<file path="config.mk">
export PLATFORM = sky130hd
export DESIGN_NAME = fetch_unit
export DESIGN_NICKNAME = d
export VERILOG_FILES = /design/src/rtl/fetch_unit_pkg.sv /design/src/rtl/fetch_unit_adder.sv /design/src/rtl/fetch_unit.sv
export SDC_FILE = /design/constraint.sdc
export NUM_CORES = 1
export LEC_CHECK = 0
export CAP_MARGIN = 30
export CORE_MARGIN = 3
export CORE_UTILIZATION = 41
export CTS_CLUSTER_SIZE = 40
export DETAILED_ROUTE_END_ITERATION = 8
export GPL_TIMING_DRIVEN = 0
export PLACE_DENSITY_LB_ADDON = 0.25
export SYNTH_ARGS = -nofsm -noshare
export SYNTH_HDL_FRONTEND = slang
export SYNTH_SLANG_ARGS = --single-unit
</file>
<file path="constraint.sdc">
create_clock -name clk -period 1.91 [get_ports clk]
set_input_delay 0.382 -clock clk [delete_from_list [all_inputs] [get_ports clk]]
set_output_delay 0.382 -clock clk [all_outputs]
set_load 0.03 [all_outputs]
</file>
<file path="src/rtl/fetch_unit_pkg.sv">
// ---------------------------------------------------------------------------
// fetch_pkg -- shared types and constants for the instruction fetch stage
// Rev 1.0
// ---------------------------------------------------------------------------
`default_nettype none

package fetch_pkg;

  typedef enum logic [1:0] {
    ST_IDLE  = 2'd0,
    ST_FETCH = 2'd1,
    ST_HOLD  = 2'd2
  } state_e;

  localparam int          INSTR_BYTES      = 4;
  localparam logic [31:0] DEFAULT_RESET_PC = 32'h0000_0000;

endpackage

`default_nettype wire

</file>
<file path="src/rtl/fetch_unit_adder.sv">
// ---------------------------------------------------------------------------
// adder -- adds the constant increment B to an N-bit operand, wrapping modulo 2^N
// Rev 1.0
// ---------------------------------------------------------------------------
`default_nettype none

module adder #(
  parameter int N = 32,
  parameter int B = 4
) (
  input  logic [N-1:0] a_i,
  output logic [N-1:0] y_o
);

  assign y_o = a_i + N'(B);

endmodule

`default_nettype wire

</file>
<file path="src/rtl/fetch_unit.sv">
// ---------------------------------------------------------------------------
// fetch_unit -- IF stage: drives instruction memory, feeds the IF/ID register
// through a one-entry skid buffer so no acked word is lost under stall. Rev 1.0
// ---------------------------------------------------------------------------
`default_nettype none

module fetch_unit
  import fetch_pkg::*;
#(
  parameter int             n        = 32,
  parameter logic [n-1:0]   RESET_PC = n'(DEFAULT_RESET_PC)
) (
  input  logic         clk,
  input  logic         rst_n,
  input  logic         stall,
  input  logic         redirect,
  input  logic [n-1:0] redirect_pc,
  output logic         imem_req,
  output logic [n-1:0] imem_addr,
  input  logic         imem_ack,
  input  logic [n-1:0] imem_rdata,
  output logic         if_valid,
  output logic [n-1:0] if_instr,
  output logic [n-1:0] if_pc,
  output logic [n-1:0] if_pc_plus4
);

  state_e       state_q;
  logic [n-1:0] pc_q;
  logic [n-1:0] pc_plus4_d;
  logic         req_q;
  logic         if_valid_q;
  logic [n-1:0] if_instr_q;
  logic [n-1:0] if_pc_q;
  logic [n-1:0] if_pc4_q;
  logic [n-1:0] skid_instr_q;
  logic [n-1:0] skid_pc_q;
  logic [n-1:0] skid_pc4_q;
  logic         slot_free;
  logic         unused_rpc_bits;

  assign unused_rpc_bits = ^redirect_pc[1:0];
  assign slot_free       = !if_valid_q || !stall;

  adder #(
    .N (n),
    .B (INSTR_BYTES)
  ) u_pc_inc (
    .a_i (pc_q),
    .y_o (pc_plus4_d)
  );

  always_ff @(posedge clk or negedge rst_n) begin
    if (!rst_n) begin
      state_q      <= ST_IDLE;
      pc_q         <= RESET_PC;
      req_q        <= 1'b0;
      if_valid_q   <= 1'b0;
      if_instr_q   <= '0;
      if_pc_q      <= '0;
      if_pc4_q     <= '0;
      skid_instr_q <= '0;
      skid_pc_q    <= '0;
      skid_pc4_q   <= '0;
    end else if (redirect) begin
      // Redirect overrides everything: any ack this cycle and the skid entry are dropped.
      state_q    <= ST_FETCH;
      req_q      <= 1'b1;
      pc_q       <= {redirect_pc[n-1:2], 2'b00};
      if_valid_q <= 1'b0;
    end else begin
      case (state_q)
        ST_IDLE: begin
          state_q <= ST_FETCH;
          req_q   <= 1'b1;
        end
        ST_FETCH: begin
          if (imem_ack) begin
            pc_q <= pc_plus4_d;
            if (slot_free) begin
              if_valid_q <= 1'b1;
              if_instr_q <= imem_rdata;
              if_pc_q    <= pc_q;
              if_pc4_q   <= pc_plus4_d;
            end else begin
              skid_instr_q <= imem_rdata;
              skid_pc_q    <= pc_q;
              skid_pc4_q   <= pc_plus4_d;
              state_q      <= ST_HOLD;
              req_q        <= 1'b0;
            end
          end else if (!stall) begin
            if_valid_q <= 1'b0;
          end
        end
        ST_HOLD: begin
          if (!stall) begin
            if_valid_q <= 1'b1;
            if_instr_q <= skid_instr_q;
            if_pc_q    <= skid_pc_q;
            if_pc4_q   <= skid_pc4_q;
            state_q    <= ST_FETCH;
            req_q      <= 1'b1;
          end
        end
        default: begin
          state_q <= ST_IDLE;
          req_q   <= 1'b0;
        end
      endcase
    end
  end

  assign imem_req    = req_q;
  assign imem_addr   = pc_q;
  assign if_valid    = if_valid_q;
  assign if_instr    = if_instr_q;
  assign if_pc       = if_pc_q;
  assign if_pc_plus4 = if_pc4_q;

endmodule

`default_nettype wire

</file>
==> flow_summary.html, run 1 <==
<table>
<tr><th>Metric</th><th>Value</th></tr>
<tr><th colspan="2">Global route</th></tr>
<tr><td>Pin count of the biggest net entering global routing</td><td>between 90 and 100</td></tr>
<tr><td>Overall track demand over capacity in global routing</td><td>22.8%</td></tr>
<tr><td>Via count of the first global-routing pass</td><td>8749</td></tr>
<tr><td>Total congestion overflow after global routing</td><td>0</td></tr>
<tr><td>Number of antenna violations at the first check in global routing</td><td>0</td></tr>
<tr><td>First-pass GRT wire length</td><td>48500 um</td></tr>
<tr><th colspan="2">Clock network</th></tr>
<tr><td>TritonCTS clock tree</td><td>done</td></tr>
<tr><td>Clock sink total</td><td>217</td></tr>
<tr><td>Max H-tree Level</td><td>1</td></tr>
<tr><td>Clock buffers created by TritonCTS</td><td>25</td></tr>
<tr><td>Clock root buffer master</td><td>sky130_fd_sc_hd__clkbuf_16</td></tr>
<tr><td>Clk Latency, worst-skew pair</td><td>0.53 ns</td></tr>
<tr><td>Maximum buffer depth of the clock tree</td><td>3</td></tr>
<tr><td>Clock transition at path regs</td><td>0.06 ns</td></tr>
<tr><th colspan="2">Routing</th></tr>
<tr><td>Post-detailed-route DRC marker count</td><td>0</td></tr>
<tr><td>DRC violation total after the first TritonRoute iteration</td><td>694</td></tr>
<tr><td>Met1 layer wirelength in the final routing</td><td>14000 um</td></tr>
<tr><td>TritonRoute pass-1 iters</td><td>5</td></tr>
<tr><td>Vias per Instance</td><td>roughly 5.2</td></tr>
<tr><td>Routed wire length per instance</td><td>18.3 um</td></tr>
<tr><td>Count of vias placed by the detailed router</td><td>9030</td></tr>
<tr><td>Routed met2 length</td><td>14500 um</td></tr>
<tr><td>Routed Wire Length</td><td>31600 um</td></tr>
<tr><td>Met3 wire length</td><td>2200 um</td></tr>
<tr><td>Uppermost layer routed</td><td>met4</td></tr>
<tr><td>Remaining number of nets flagged by the antenna check after routing</td><td>0</td></tr>
<tr><th colspan="2">Power</th></tr>
<tr><td>Max rail drop VDD</td><td>0.672 mV</td></tr>
<tr><td>Power Internal</td><td>between 0.01 and 0.015 W</td></tr>
<tr><td>Sequential Power Share</td><td>between 30% and 40%</td></tr>
<tr><td>Power per standard cell area</td><td>1390 nW/um2</td></tr>
<tr><td>LEAKAGE</td><td>6.70 nW</td></tr>
<tr><td>Switch Pwr</td><td>0.00785 W</td></tr>
<tr><td>Comb power frac</td><td>38.3%</td></tr>
<tr><td>Clock group share of total power</td><td>23.8%</td></tr>
<tr><td>Switching share of power</td><td>39.3%</td></tr>
<tr><th colspan="2">Layout</th></tr>
<tr><td>Area occupied by multi-input gates</td><td>4720 um2</td></tr>
<tr><td>Final design area excluding fillers</td><td>roughly 14000 um2</td></tr>
<tr><td>Number of nets in the final layout</td><td>1461</td></tr>
<tr><td>Post-route insts no fill</td><td>1726</td></tr>
<tr><td>Proportion of layout cells with a drive suffix above 1</td><td>18.3%</td></tr>
<tr><td>Number of antenna diodes</td><td>0</td></tr>
<tr><td>Final core utilization</td><td>approximately three fifths</td></tr>
<tr><td>Total area of sequential cells</td><td>5460 um2</td></tr>
<tr><td>Total of fill cells in the finished design</td><td>2142</td></tr>
<tr><td>Commonest non-fill, non-tap cell in the layout</td><td>sky130_fd_sc_hd__nand2_1</td></tr>
<tr><td>Most used cells in the layout excluding fill and tap cells</td><td>350 x sky130_fd_sc_hd__nand2_1, 192 x sky130_fd_sc_hd__dfrtp_1, 139 x sky130_fd_sc_hd__o21ai_0</td></tr>
<tr><td>Layout area overhead</td><td>40.3%</td></tr>
<tr><th colspan="2">Status</th></tr>
<tr><td>Outcome</td><td>finished, violations left</td></tr>
<tr><td>Violations in the final reports</td><td>negative setup slack</td></tr>
<tr><th colspan="2">Worst setup path</th></tr>
<tr><td>Type of destination of the critical path</td><td>flop</td></tr>
<tr><td>Critical path required time</td><td>2.32 ns</td></tr>
<tr><td>Register-to-Register Path Depth</td><td>6</td></tr>
<tr><td>Start-to-end type of the worst setup path</td><td>flop to flop</td></tr>
<tr><td>Worst path arrival time</td><td>~2.4 ns</td></tr>
<tr><td>Cells along the critical path</td><td>buf_6 &gt; nand4_1 &gt; or4_4 &gt; o31a_4 &gt; nor3_2 &gt; o21ai_1</td></tr>
<tr><td>Critical-path cell with the highest stage delay</td><td>sky130_fd_sc_hd__or4_4</td></tr>
<tr><td>Maximum cell stage delay along the critical path</td><td>0.61 ns</td></tr>
<tr><td>Worst setup SP type</td><td>flop</td></tr>
<tr><td>CP Max Fanout</td><td>6</td></tr>
<tr><th colspan="2">Logic synthesis</th></tr>
<tr><td>Number of synthesized flops with an enable pin</td><td>0</td></tr>
<tr><td>Post-synthesis cell area</td><td>10200 um2</td></tr>
<tr><td>Primary flip-flop cell chosen by synthesis mapping</td><td>sky130_fd_sc_hd__dfrtp_1</td></tr>
<tr><td>Number of distinct library cells after synthesis</td><td>50</td></tr>
<tr><td>Count of state elements after synthesis</td><td>217</td></tr>
<tr><td>Async S/R FF share, synth</td><td>100%</td></tr>
<tr><td>Synth warn</td><td>0</td></tr>
<tr><td>Mapped Cells</td><td>~1100</td></tr>
<tr><td>Share of the synthesized area in compound gates (AO/OA/AOI/OAI)</td><td>9.38%</td></tr>
<tr><td>Avg Synthesized Cell Area</td><td>9.12 um2</td></tr>
<tr><td>Area share of and/or/nand/nor cells after synthesis</td><td>21.3%</td></tr>
<tr><td>Portion of the post-synthesis area used by sequential elements</td><td>53.1%</td></tr>
<tr><td>Proportion of synthesized area in mux cells</td><td>under 10%</td></tr>
<tr><td>Main combinational cell family by area after synthesis</td><td>simple AND/OR/NAND/NOR gates</td></tr>
<tr><td>Share of the synthesized netlist area taken by xor and xnor gates</td><td>4.03%</td></tr>
<tr><td>Post-synthesis adder-cell area fraction</td><td>0.612%</td></tr>
<tr><th colspan="2">STA</th></tr>
<tr><td>Number of hold-slack violations in the final timing report</td><td>0</td></tr>
<tr><td>Min Hold Slack</td><td>between 0.3 and 0.4 ns</td></tr>
<tr><td>Setup repair after global routing missed its margin</td><td>true</td></tr>
<tr><td>Setup Viol. Count Final</td><td>6</td></tr>
<tr><td>Maximum clock frequency</td><td>between 400 and 500 MHz</td></tr>
<tr><td>Shortest clock period the worst path allows after layout</td><td>2.00 ns</td></tr>
<tr><td>Final clock skew</td><td>roughly 0.013 ns</td></tr>
<tr><td>Period Utilization, post-route</td><td>105%</td></tr>
<tr><td>Final Worst Setup Slack</td><td>-0.0904 ns</td></tr>
<tr><td>Setup total negative slack</td><td>-0.222 ns</td></tr>
<tr><td>Final max-slew violation count</td><td>0</td></tr>
<tr><th colspan="2">Run</th></tr>
<tr><td>Count of max-cap constraint violations</td><td>0</td></tr>
<tr><th colspan="2">Die</th></tr>
<tr><td># rows</td><td>between 50 and 60</td></tr>
<tr><td>Full die area</td><td>26900 um2</td></tr>
<tr><td>Floorplan Core Area</td><td>24400 um2</td></tr>
<tr><td>Die outline height</td><td>164 um</td></tr>
<tr><td>Ports</td><td>199</td></tr>
<tr><td>Effective utilization at floorplan</td><td>roughly two fifths</td></tr>
<tr><td>Width of the die</td><td>164 um</td></tr>
<tr><th colspan="2">Min path</th></tr>
<tr><td>Tightest Hold Check Type</td><td>input port to async pin</td></tr>
<tr><th colspan="2">Placement</th></tr>
<tr><td>Count of buffers from port buffering</td><td>190</td></tr>
<tr><td>Half-perimeter wire length after detailed placement</td><td>21900 um</td></tr>
<tr><td>Standard cell area after detailed placement</td><td>12700 um2</td></tr>
<tr><td>Placed Cells incl. Taps</td><td>1642</td></tr>
<tr><td>Final estimated routing congestion in global placement</td><td>0.949</td></tr>
</table>
## repair_timing
item,in CTS,in global routing
endpoints found under the setup margin,337,209
endpoints found under the hold margin,60,0
pin swaps,12,16
setup buffers,15,31
hold buffers,1,0
gates cloned,2,1
gates resized for setup,226,106
## registers in the layout, summed over array words and instances (netlist names)
signal	cells
if_pc	30
state_q	2
imem_addr	30
skid_instr_q	32
if_valid	1
if_instr	32
skid_pc4_q	30
if_pc_plus4	30
skid_pc_q	30
## worst max-delay path, delay by kind of cell (launching register included)
| kind | cells | cell delay [ns] |
|---|---|---|
| simple gates | 3 | 0.99 |
| buf+inv | 1 | 0.12 |
| compound gates | 2 | 0.41 |
| flops | 1 | 0.37 |
## cell families (layout without fill, tap and decap cells)
| kind of cell | Yosys count | count (layout) |
|---|---|---|
| and+or+nand+nor | 503 | 504 |
| DFF | 217 | 217 |
| AOI/OAI and AO/OA | 177 | 177 |
| buffers and inverters | 105 | 380 |
| muxes | 66 | 66 |
| xor gates and xnor gates | 47 | 47 |
| adders and majority gates | 5 | 5 |
| other | 1 | 6 |
## area by class of cell
| class | count | area share (%) |
|---|---|---|
| Buffer | 89 | 4.80 |
| Clock buffer | 37 | 5.30 |
| Clock inverter | 5 | 0.392 |
| Inverter | 8 | 0.209 |
| Multi-Input combinational cell | 805 | 32.9 |
| Sequential cell | 217 | 38.1 |
| Tap cell | 324 | 2.83 |
| Timing Repair Buffer | 241 | 15.5 |
## cell usage after synthesis, types with 6 or more instances
cell type / number / area (um2)
sky130_fd_sc_hd__nand2_1: 352 / 1320
sky130_fd_sc_hd__dfrtp_1: 217 / 5430
sky130_fd_sc_hd__o21ai_0: 143 / 716
sky130_fd_sc_hd__mux2i_1: 64 / 641
sky130_fd_sc_hd__clkbuf_1: 59 / 221
sky130_fd_sc_hd__nor2_1: 38 / 143
sky130_fd_sc_hd__xnor2_1: 36 / 315
sky130_fd_sc_hd__nor3_1: 31 / 155
sky130_fd_sc_hd__nand3_1: 27 / 135
sky130_fd_sc_hd__buf_2: 13 / 65.1
sky130_fd_sc_hd__nand4_1: 13 / 81.3
sky130_fd_sc_hd__buf_4: 11 / 82.6
sky130_fd_sc_hd__nor4_1: 11 / 68.8
sky130_fd_sc_hd__xor2_1: 11 / 96.3
sky130_fd_sc_hd__o211ai_1: 10 / 75.1
sky130_fd_sc_hd__inv_1: 8 / 30.0
sky130_fd_sc_hd__buf_6: 7 / 78.8
sky130_fd_sc_hd__a21oi_1: 6 / 30.0
sky130_fd_sc_hd__and4_1: 6 / 52.6
## power groups by stage
stage	Sequential, W	Combinational [W]	Clock, W
CTS	0.00755	0.00735	0.00482
global placement	0.00761	0.00760	0
finish	0.00756	0.00764	0.00475
global route	0.00780	0.00836	0.00502
floorplan	0.00932	0.00268	0
detailed placement	0.00766	0.00775	0
## metal layers
| layer | track usage [%] | vias to the layer above |
|---|---|---|
| met5 | 0 | - |
| met4 | 6.00 | 0 |
| met3 | 3.98 | 54 |
| met2 | 35.7 | 334 |
| met1 | 32.8 | 4364 |
| li1 | - | 4278 |
## final timing paths
path | endpoint | startpoint | slack [ns]
min | if_instr[25]$_DFFE_PN0P_ | rst_n | 0.37
min in group clk | imem_addr[19]$_DFFE_PN0P_ | redirect_pc[19] | 0.41
min reg2reg | if_pc_plus4[4]$_DFFE_PN0P_ | if_pc_plus4[4]$_DFFE_PN0P_ | 0.47
max reg2reg | if_pc_plus4[30]$_DFFE_PN0P_ | imem_addr[11]$_DFFE_PN0P_ | -0.09
max | if_pc_plus4[30]$_DFFE_PN0P_ | imem_addr[11]$_DFFE_PN0P_ | -0.09
max in group asynchronous | imem_addr[18]$_DFFE_PN0P_ | rst_n | 0.35
## metrics by stage
stage / total power (W) / worst slack [ns]
2_1_floorplan: 0.0120 / -0.0377
3_3_place_gp: 0.0152 / -9.76
3_5_place_dp: 0.0154 / -1.09
4_1_cts: 0.0197 / -0.0631
5_1_grt: 0.0212 / -0.159
6_report: 0.0200 / -0.0904
Power figures use the tool's default switching activity.
==> inputs of run 2 (changes only) <==
--- a/config.mk
+++ b/config.mk
@@ -8,7 +8,6 @@
 export CAP_MARGIN = 30
 export CORE_MARGIN = 3
 export CORE_UTILIZATION = 41
-export CTS_CLUSTER_SIZE = 40
 export DETAILED_ROUTE_END_ITERATION = 8
 export GPL_TIMING_DRIVEN = 0
 export PLACE_DENSITY_LB_ADDON = 0.25
==> flow_summary.html, run 2 (synthesis gave the netlist of run 1 again) <==
<table>
<tr><th>Metric</th><th>Value</th></tr>
<tr><th colspan="2">Status</th></tr>
<tr><td>Outcome</td><td>finished, violations left</td></tr>
<tr><td>Violations in the final reports</td><td>negative setup slack</td></tr>
<tr><th colspan="2">Routing</th></tr>
<tr><td>Routed Wire Length</td><td>31600 um (+0.17%)</td></tr>
<tr><td>Routed wire length per instance</td><td>18.3 um (+0.17%)</td></tr>
<tr><td>TritonRoute pass-1 iters</td><td>5 (unchanged)</td></tr>
<tr><td>Vias per Instance</td><td>5.22 (-0.22%)</td></tr>
<tr><td>Remaining number of nets flagged by the antenna check after routing</td><td>0 (unchanged)</td></tr>
<tr><td>Post-detailed-route DRC marker count</td><td>0 (unchanged)</td></tr>
<tr><td>DRC violation total after the first TritonRoute iteration</td><td>687 (-1.0%)</td></tr>
<tr><td>Count of vias placed by the detailed router</td><td>9010 (-0.22%)</td></tr>
<tr><th colspan="2">Worst setup path</th></tr>
<tr><td>Register-to-Register Path Depth</td><td>6 (unchanged)</td></tr>
<tr><td>Source of the critical timing path</td><td>imem_addr[13]$_DFFE_PN0P_</td></tr>
<tr><td>Start-to-end type of the worst setup path</td><td>flop to flop</td></tr>
<tr><td>Worst setup SP type</td><td>flop</td></tr>
<tr><td>CP Max Fanout</td><td>7 (+1)</td></tr>
<tr><td>Type of destination of the critical path</td><td>flop</td></tr>
<tr><td>Flop2flop setup slack</td><td>-0.1 ns (about the same)</td></tr>
<tr><td>Worst flop-to-flop path endpoint</td><td>if_pc_plus4[30]$_DFFE_PN0P_</td></tr>
<tr><td>Worst path arrival time</td><td>2.41 ns (about the same)</td></tr>
<tr><td>Critical path required time</td><td>2.31 ns (about the same)</td></tr>
<tr><td>RR Startpoint</td><td>imem_addr[13]$_DFFE_PN0P_</td></tr>
<tr><th colspan="2">Run</th></tr>
<tr><td>Count of max-cap constraint violations</td><td>0 (unchanged)</td></tr>
<tr><th colspan="2">Die</th></tr>
<tr><td>Die outline height</td><td>164 um (unchanged)</td></tr>
<tr><td>Width of the die</td><td>164 um (unchanged)</td></tr>
<tr><td># rows</td><td>57 (unchanged)</td></tr>
<tr><td>Ports</td><td>199 (unchanged)</td></tr>
<tr><td>Full die area</td><td>26900 um2 (unchanged)</td></tr>
<tr><td>Floorplan Core Area</td><td>24400 um2 (unchanged)</td></tr>
<tr><td>Effective utilization at floorplan</td><td>41.9% (unchanged)</td></tr>
<tr><th colspan="2">Global route</th></tr>
<tr><td>Pin count of the biggest net entering global routing</td><td>97 (unchanged)</td></tr>
<tr><td>Overall track demand over capacity in global routing</td><td>22.8% (unchanged)</td></tr>
<tr><td>First-pass GRT wire length</td><td>48500 um (unchanged)</td></tr>
<tr><td>Number of antenna violations at the first check in global routing</td><td>0 (unchanged)</td></tr>
<tr><td>Via count of the first global-routing pass</td><td>8749 (unchanged)</td></tr>
<tr><td>Total congestion overflow after global routing</td><td>0 (unchanged)</td></tr>
<tr><th colspan="2">Min path</th></tr>
<tr><td>Tightest Hold Check Type</td><td>input port to async pin</td></tr>
<tr><th colspan="2">Layout</th></tr>
<tr><td>Commonest non-fill, non-tap cell in the layout</td><td>sky130_fd_sc_hd__nand2_1</td></tr>
<tr><td>Most used cells in the layout excluding fill and tap cells</td><td>350 x sky130_fd_sc_hd__nand2_1, 192 x sky130_fd_sc_hd__dfrtp_1, 139 x sky130_fd_sc_hd__o21ai_0</td></tr>
<tr><td>Final core utilization</td><td>58.8% (unchanged)</td></tr>
<tr><td>Total of fill cells in the finished design</td><td>2142 (unchanged)</td></tr>
<tr><td>Number of nets in the final layout</td><td>1461 (unchanged)</td></tr>
<tr><td>Proportion of layout cells with a drive suffix above 1</td><td>18.3% (unchanged)</td></tr>
<tr><td>Post-route insts no fill</td><td>1726 (unchanged)</td></tr>
<tr><td>Number of antenna diodes</td><td>0 (unchanged)</td></tr>
<tr><td>Layout area overhead</td><td>40.3% (unchanged)</td></tr>
<tr><th colspan="2">STA</th></tr>
<tr><td>Shortest clock period the worst path allows after layout</td><td>2.01 ns (+0.00641 ns)</td></tr>
<tr><td>Setup repair after global routing missed its margin</td><td>true</td></tr>
<tr><td>Final clock skew</td><td>0.0160 ns (+0.00297 ns)</td></tr>
<tr><td>Final Worst Setup Slack</td><td>-0.0968 ns (-0.00641 ns)</td></tr>
<tr><td>Final max-slew violation count</td><td>0 (unchanged)</td></tr>
<tr><td>Maximum clock frequency</td><td>498 MHz (-0.32%)</td></tr>
<tr><td>Number of hold-slack violations in the final timing report</td><td>0 (unchanged)</td></tr>
<tr><td>Relative slew slack</td><td>66.4%</td></tr>
<tr><td>Worst-Margin Slew</td><td>approximately 0.50 ns</td></tr>
<tr><td>Period Utilization, post-route</td><td>105% (+0.34 points)</td></tr>
<tr><td>Setup Viol. Count Final</td><td>5 (-1)</td></tr>
<tr><th colspan="2">Clock network</th></tr>
<tr><td>Clock root buffer master</td><td>sky130_fd_sc_hd__clkbuf_16</td></tr>
<tr><td>Clock buffers created by TritonCTS</td><td>25 (unchanged)</td></tr>
<tr><td>Clock sink total</td><td>217 (unchanged)</td></tr>
<tr><td>Clock transition at path regs</td><td>0.06 ns (about the same)</td></tr>
<tr><td>Max H-tree Level</td><td>1 (unchanged)</td></tr>
<tr><td>Maximum buffer depth of the clock tree</td><td>3 (unchanged)</td></tr>
<tr><td>TritonCTS clock tree</td><td>done</td></tr>
<tr><td>Clk Latency, worst-skew pair</td><td>0.53 ns (about the same)</td></tr>
<tr><th colspan="2">Placement</th></tr>
<tr><td>Placed Cells incl. Taps</td><td>1642 (unchanged)</td></tr>
<tr><td>Half-perimeter wire length after detailed placement</td><td>21900 um (unchanged)</td></tr>
<tr><td>Final estimated routing congestion in global placement</td><td>0.949 (unchanged)</td></tr>
<tr><td>DP Worst Slack</td><td>-1.09 ns (unchanged)</td></tr>
<tr><td>Count of buffers from port buffering</td><td>190 (unchanged)</td></tr>
<tr><th colspan="2">Power</th></tr>
<tr><td>LEAKAGE</td><td>6.70 nW (unchanged)</td></tr>
<tr><td>Max rail drop VDD</td><td>0.673 mV (about the same)</td></tr>
<tr><td>Power per standard cell area</td><td>1390 nW/um2 (about the same)</td></tr>
</table>
run 2: cell counts in the layout (fill, tap and decap cells not counted):
No cell type changed its count.
run 2: cell type report:
cell class | instances | area, um2 | area share (%)
Clock buffer | 37 | 761 | 5.30
Clock inverter | 5 | 56.3 | 0.392
Multi-Input combinational cell | 805 | 4720 | 32.9
Inverter | 8 | 30.0 | 0.209
Tap cell | 324 | 405 | 2.83
Sequential cell | 217 | 5460 | 38.1
Timing Repair Buffer | 241 | 2220 | 15.5
Buffer | 89 | 688 | 4.80
run 2: timing repair:
item	in CTS	in global routing
hold buffers	1	0
gates cloned	2	1
pin swaps	12	16
gates resized for setup	226	106
buffers inserted	15	31
hold endpoints to repair	60	0
endpoints found under the setup margin	337	209
run 2: through the flow:
step	setup TNS, ns	total power, W	hold slack [ns]	area, um2
2_1_floorplan	-0.387	0.0120	0.0864	10300
3_3_place_gp	-2120.43	0.0152	0.450	12600
3_5_place_dp	-173.52	0.0154	0.353	12700
4_1_cts	-0.135	0.0197	0.400	13800
5_1_grt	-1.14	0.0212	0.408	14300
6_report	-0.217	0.0199	0.381	14300
run 2: worst max-delay path by stage:
stage	end	slack [ns]	cells after the start
final	if_pc_plus4[30]$_DFFE_PN0P_	-0.1	6
after global routing	if_pc_plus4[30]$_DFFE_PN0P_	-0.16	6
after CTS	if_pc_plus4[30]$_DFFE_PN0P_	-0.06	6
after detailed placement	if_instr[22]$_DFFE_PN0P_	-1.09	9
after global placement	imem_addr[24]$_DFFE_PN0P_	-9.76	1
after floorplan	if_pc_plus4[22]$_DFFE_PN0P_	-0.04	7
run 2: where the power goes:
| part | leakage, nW | internal [W] | total, W | switching (W) |
|---|---|---|---|---|
| clock | 0.403 | 0.00286 | 0.00475 | 0.00188 |
| sequential | 2.72 | 0.00650 | 0.00756 | 0.00106 |
| combinational | 3.58 | 0.00274 | 0.00764 | 0.00490 |
| total | 6.70 | 0.0121 | 0.0199 | 0.00785 |
run 2: metal layers:
layer	vias to the layer above	share of wire [%]	global-route usage [%]
met5	-	0	0
li1	4273	-	-
met2	356	46	35.7
met4	0	2.7	6.00
met1	4317	44	32.8
met3	64	7.2	3.98
run 2: critical path: stages, from the launching register on:
cell and delay (ns):
sky130_fd_sc_hd__dfrtp_2 0.36, sky130_fd_sc_hd__buf_6 0.12, sky130_fd_sc_hd__nand4_1 0.19, sky130_fd_sc_hd__or4_4 0.61
sky130_fd_sc_hd__o31a_4 0.32, sky130_fd_sc_hd__nor3_2 0.18, sky130_fd_sc_hd__o21ai_1 0.09
==> inputs of run 3 (changes only) <==
--- a/config.mk
+++ b/config.mk
@@ -5,7 +5,7 @@
 export SDC_FILE = /design/constraint.sdc
 export NUM_CORES = 1
 export LEC_CHECK = 0
-export CAP_MARGIN = 30
+export CAP_MARGIN = 40
 export CORE_MARGIN = 3
 export CORE_UTILIZATION = 41
 export DETAILED_ROUTE_END_ITERATION = 8
==> flow_summary.html, run 3 (synthesis gave the netlist of run 1 again) <==
<table>
<tr><th>Metric</th><th>Value</th></tr>
<tr><th colspan="2">STA</th></tr>
<tr><td>Relative slew slack</td><td>62.6% (-3.7 points)</td></tr>
<tr><td>Setup Viol. Count Final</td><td>12 (+7)</td></tr>
<tr><td>Final max-slew violation count</td><td>0 (unchanged)</td></tr>
<tr><td>Maximum clock frequency</td><td>489 MHz (-1.8%)</td></tr>
<tr><td>Final clock skew</td><td>0.0159 ns (-0.000151 ns)</td></tr>
<tr><td>Shortest clock period the worst path allows after layout</td><td>2.04 ns (+0.0368 ns)</td></tr>
<tr><td>Min Hold Slack</td><td>0.377 ns (-0.00445 ns)</td></tr>
<tr><td>Setup repair after global routing missed its margin</td><td>true</td></tr>
<tr><td>Number of hold-slack violations in the final timing report</td><td>0 (unchanged)</td></tr>
<tr><td>Worst-Margin Slew</td><td>0.556 ns (+0.0509 ns)</td></tr>
<tr><td>Final Worst Setup Slack</td><td>-0.134 ns (-0.0368 ns)</td></tr>
<tr><td>Period Utilization, post-route</td><td>107% (+1.9 points)</td></tr>
<tr><th colspan="2">Die</th></tr>
<tr><td>Width of the die</td><td>164 um (unchanged)</td></tr>
<tr><td>Effective utilization at floorplan</td><td>41.9% (unchanged)</td></tr>
<tr><td>Ports</td><td>199 (unchanged)</td></tr>
<tr><td>Full die area</td><td>26900 um2 (unchanged)</td></tr>
<tr><td>Die outline height</td><td>164 um (unchanged)</td></tr>
<tr><td>Floorplan Core Area</td><td>24400 um2 (unchanged)</td></tr>
<tr><td># rows</td><td>57 (unchanged)</td></tr>
<tr><th colspan="2">Min path</th></tr>
<tr><td>Tightest Hold Check Type</td><td>input port to async pin</td></tr>
<tr><th colspan="2">Layout</th></tr>
<tr><td>Commonest non-fill, non-tap cell in the layout</td><td>sky130_fd_sc_hd__nand2_1</td></tr>
<tr><td>Number of nets in the final layout</td><td>1461 (unchanged)</td></tr>
<tr><td>Proportion of layout cells with a drive suffix above 1</td><td>18.9% (+0.60 points)</td></tr>
<tr><td>Layout area overhead</td><td>41.5%</td></tr>
<tr><td>Most used cells in the layout excluding fill and tap cells</td><td>349 x sky130_fd_sc_hd__nand2_1, 192 x sky130_fd_sc_hd__dfrtp_1, 125 x sky130_fd_sc_hd__o21ai_0</td></tr>
<tr><td>Number of antenna diodes</td><td>0 (unchanged)</td></tr>
<tr><th colspan="2">Global route</th></tr>
<tr><td>Pin count of the biggest net entering global routing</td><td>97 (unchanged)</td></tr>
<tr><td>Overall track demand over capacity in global routing</td><td>22.7% (-0.086 points)</td></tr>
<tr><td>Total congestion overflow after global routing</td><td>0 (unchanged)</td></tr>
<tr><td>Number of antenna violations at the first check in global routing</td><td>0 (unchanged)</td></tr>
<tr><td>Via count of the first global-routing pass</td><td>8838 (+1.0%)</td></tr>
<tr><td>First-pass GRT wire length</td><td>48500 um (-0.14%)</td></tr>
<tr><th colspan="2">Power</th></tr>
<tr><td>LEAKAGE</td><td>6.77 nW (+1.1%)</td></tr>
<tr><td>Power per standard cell area</td><td>1410 nW/um2 (+1.2%)</td></tr>
<tr><td>Overall power of the completed layout</td><td>0.0203 W (+2.0%)</td></tr>
<tr><td>Switch Pwr</td><td>0.00790 W (+0.70%)</td></tr>
<tr><td>Power Internal</td><td>0.0124 W (+2.9%)</td></tr>
<tr><td>Max rail drop VDD</td><td>0.876 mV (+30%)</td></tr>
<tr><td>Clock group share of total power</td><td>24.9% (+1.1 points)</td></tr>
<tr><td>Comb power frac</td><td>37.8% (-0.5 points)</td></tr>
<tr><td>Switching share of power</td><td>38.8% (-0.50 points)</td></tr>
<tr><td>Sequential Power Share</td><td>37.2% (-0.7 points)</td></tr>
<tr><th colspan="2">Routing</th></tr>
<tr><td>DRC violation total after the first TritonRoute iteration</td><td>776 (+13%)</td></tr>
<tr><td>Vias per Instance</td><td>5.29 (+1.3%)</td></tr>
<tr><td>Routed Wire Length</td><td>32100 um (+1.4%)</td></tr>
<tr><td>Count of vias placed by the detailed router</td><td>9141 (+1.5%)</td></tr>
<tr><td>Post-detailed-route DRC marker count</td><td>0 (unchanged)</td></tr>
<tr><td>TritonRoute pass-1 iters</td><td>6 (+1)</td></tr>
<tr><td>Remaining number of nets flagged by the antenna check after routing</td><td>0 (unchanged)</td></tr>
<tr><td>Routed wire length per instance</td><td>18.5 um (+1.2%)</td></tr>
<tr><th colspan="2">Status</th></tr>
<tr><td>Outcome</td><td>finished, violations left</td></tr>
<tr><td>Violations in the final reports</td><td>negative setup slack</td></tr>
<tr><th colspan="2">Placement</th></tr>
<tr><td>Half-perimeter wire length after detailed placement</td><td>22000 um (+0.29%)</td></tr>
<tr><td>Final estimated routing congestion in global placement</td><td>0.949 (unchanged)</td></tr>
<tr><td>Count of buffers from port buffering</td><td>190 (unchanged)</td></tr>
<tr><th colspan="2">Worst setup path</th></tr>
<tr><td>Flop2flop setup slack</td><td>-0.13 ns (-0.04 ns)</td></tr>
<tr><td>RR Startpoint</td><td>imem_addr[2]$_DFFE_PN0P_</td></tr>
<tr><td>Start-to-end type of the worst setup path</td><td>flop to flop</td></tr>
<tr><td>Source of the critical timing path</td><td>imem_addr[2]$_DFFE_PN0P_</td></tr>
<tr><td>Worst setup SP type</td><td>flop</td></tr>
<tr><td>Worst path arrival time</td><td>2.48 ns (+0.07 ns)</td></tr>
<tr><td>CP Max Fanout</td><td>7 (unchanged)</td></tr>
<tr><td>Critical path required time</td><td>2.34 ns (+0.03 ns)</td></tr>
<tr><td>Type of destination of the critical path</td><td>flop</td></tr>
<tr><th colspan="2">Clock network</th></tr>
<tr><td>Max H-tree Level</td><td>1 (unchanged)</td></tr>
<tr><td>Clk Latency, worst-skew pair</td><td>0.52 ns (about the same)</td></tr>
<tr><td>TritonCTS clock tree</td><td>done</td></tr>
<tr><td>Clock sink total</td><td>217 (unchanged)</td></tr>
<tr><td>Clock buffers created by TritonCTS</td><td>25 (unchanged)</td></tr>
<tr><td>Clock transition at path regs</td><td>0.06 ns (about the same)</td></tr>
<tr><td>Clock root buffer master</td><td>sky130_fd_sc_hd__clkbuf_16</td></tr>
<tr><td>Maximum buffer depth of the clock tree</td><td>3 (unchanged)</td></tr>
<tr><th colspan="2">Run</th></tr>
<tr><td>Count of max-cap constraint violations</td><td>0 (unchanged)</td></tr>
</table>
run 3: final cells by class:
cell class / instances / area (um2)
clock buffers: 37 / 731
plain buffers: 85 / 658
inverters: 8 / 30.0
well taps: 324 / 405
flip-flops and latches: 217 / 5460
repair buffers: 245 / 2270
multi-input cells: 805 / 4760
fillers: 2126 / 9930
clock inverters: 8 / 144
run 3: layer usage:
| layer | vias to the layer above | share of wire [%] | GRT usage, % |
|---|---|---|---|
| li1 | 4276 | - | - |
| met3 | 64 | 7.5 | 3.30 |
| met2 | 389 | 47 | 37.0 |
| met5 | - | 0 | 0 |
| met4 | 0 | 2.4 | 5.77 |
| met1 | 4412 | 43 | 32.0 |
run 3: worst paths after layout:
| kind | depth (start not counted) | end |
|---|---|---|
| max reg2reg | 7 | if_pc_plus4[22]$_DFFE_PN0P_ |
| min | 2 | if_instr[25]$_DFFE_PN0P_ |
| max in group asynchronous | 4 | state_q[0]$_DFFE_PN0P_ |
| min reg2reg | 2 | if_pc_plus4[28]$_DFFE_PN0P_ |
| max | 7 | if_pc_plus4[22]$_DFFE_PN0P_ |
| min in group clk | 3 | imem_addr[18]$_DFFE_PN0P_ |
run 3: power groups by stage:
stage	clock [W]	sequential, W	combinational (W)
2_1_floorplan	0	0.00932	0.00268
3_3_place_gp	0	0.00761	0.00760
3_5_place_dp	0	0.00766	0.00775
4_1_cts	0.00514	0.00754	0.00735
5_1_grt	0.00534	0.00782	0.00841
6_report	0.00508	0.00758	0.00770
run 3: per-stage QoR:
stage | worst slack, ns | instance area [um2] | setup TNS, ns | utilization (%) | std cells
finish | -0.134 | 14500 | -0.568 | 59.3 | 1729
global route | -0.235 | 14500 | -3.06 | 59.3 | 1729
CTS | -0.0482 | 13900 | -0.0913 | 57.0 | 1701
detailed placement | -1.11 | 12700 | -171.62 | 52.2 | 1644
global placement | -9.76 | 12600 | -2120.43 | 51.8 | 1640
floorplan | -0.0377 | 10300 | -0.387 | - | 1126
run 3: worst max-delay path: stages, from the launching register on:
cell and delay, ns:
sky130_fd_sc_hd__dfrtp_2 0.40, sky130_fd_sc_hd__ha_4 0.18, sky130_fd_sc_hd__and4_1 0.21, sky130_fd_sc_hd__buf_6 0.15, sky130_fd_sc_hd__nand4_2 0.24, sky130_fd_sc_hd__nor4_1 0.50
sky130_fd_sc_hd__nor3_1 0.10, sky130_fd_sc_hd__o21ai_0 0.17
run 3: repair_timing:
action                                  4_1_cts  5_1_grt
pin swaps                                    10       23
buffers inserted                             14       34
endpoints found under the setup margin      337      204
hold buffers                                  1        0
resized for setup                           230      116
hold endpoints to repair                     60        0
gates cloned                                  2        1
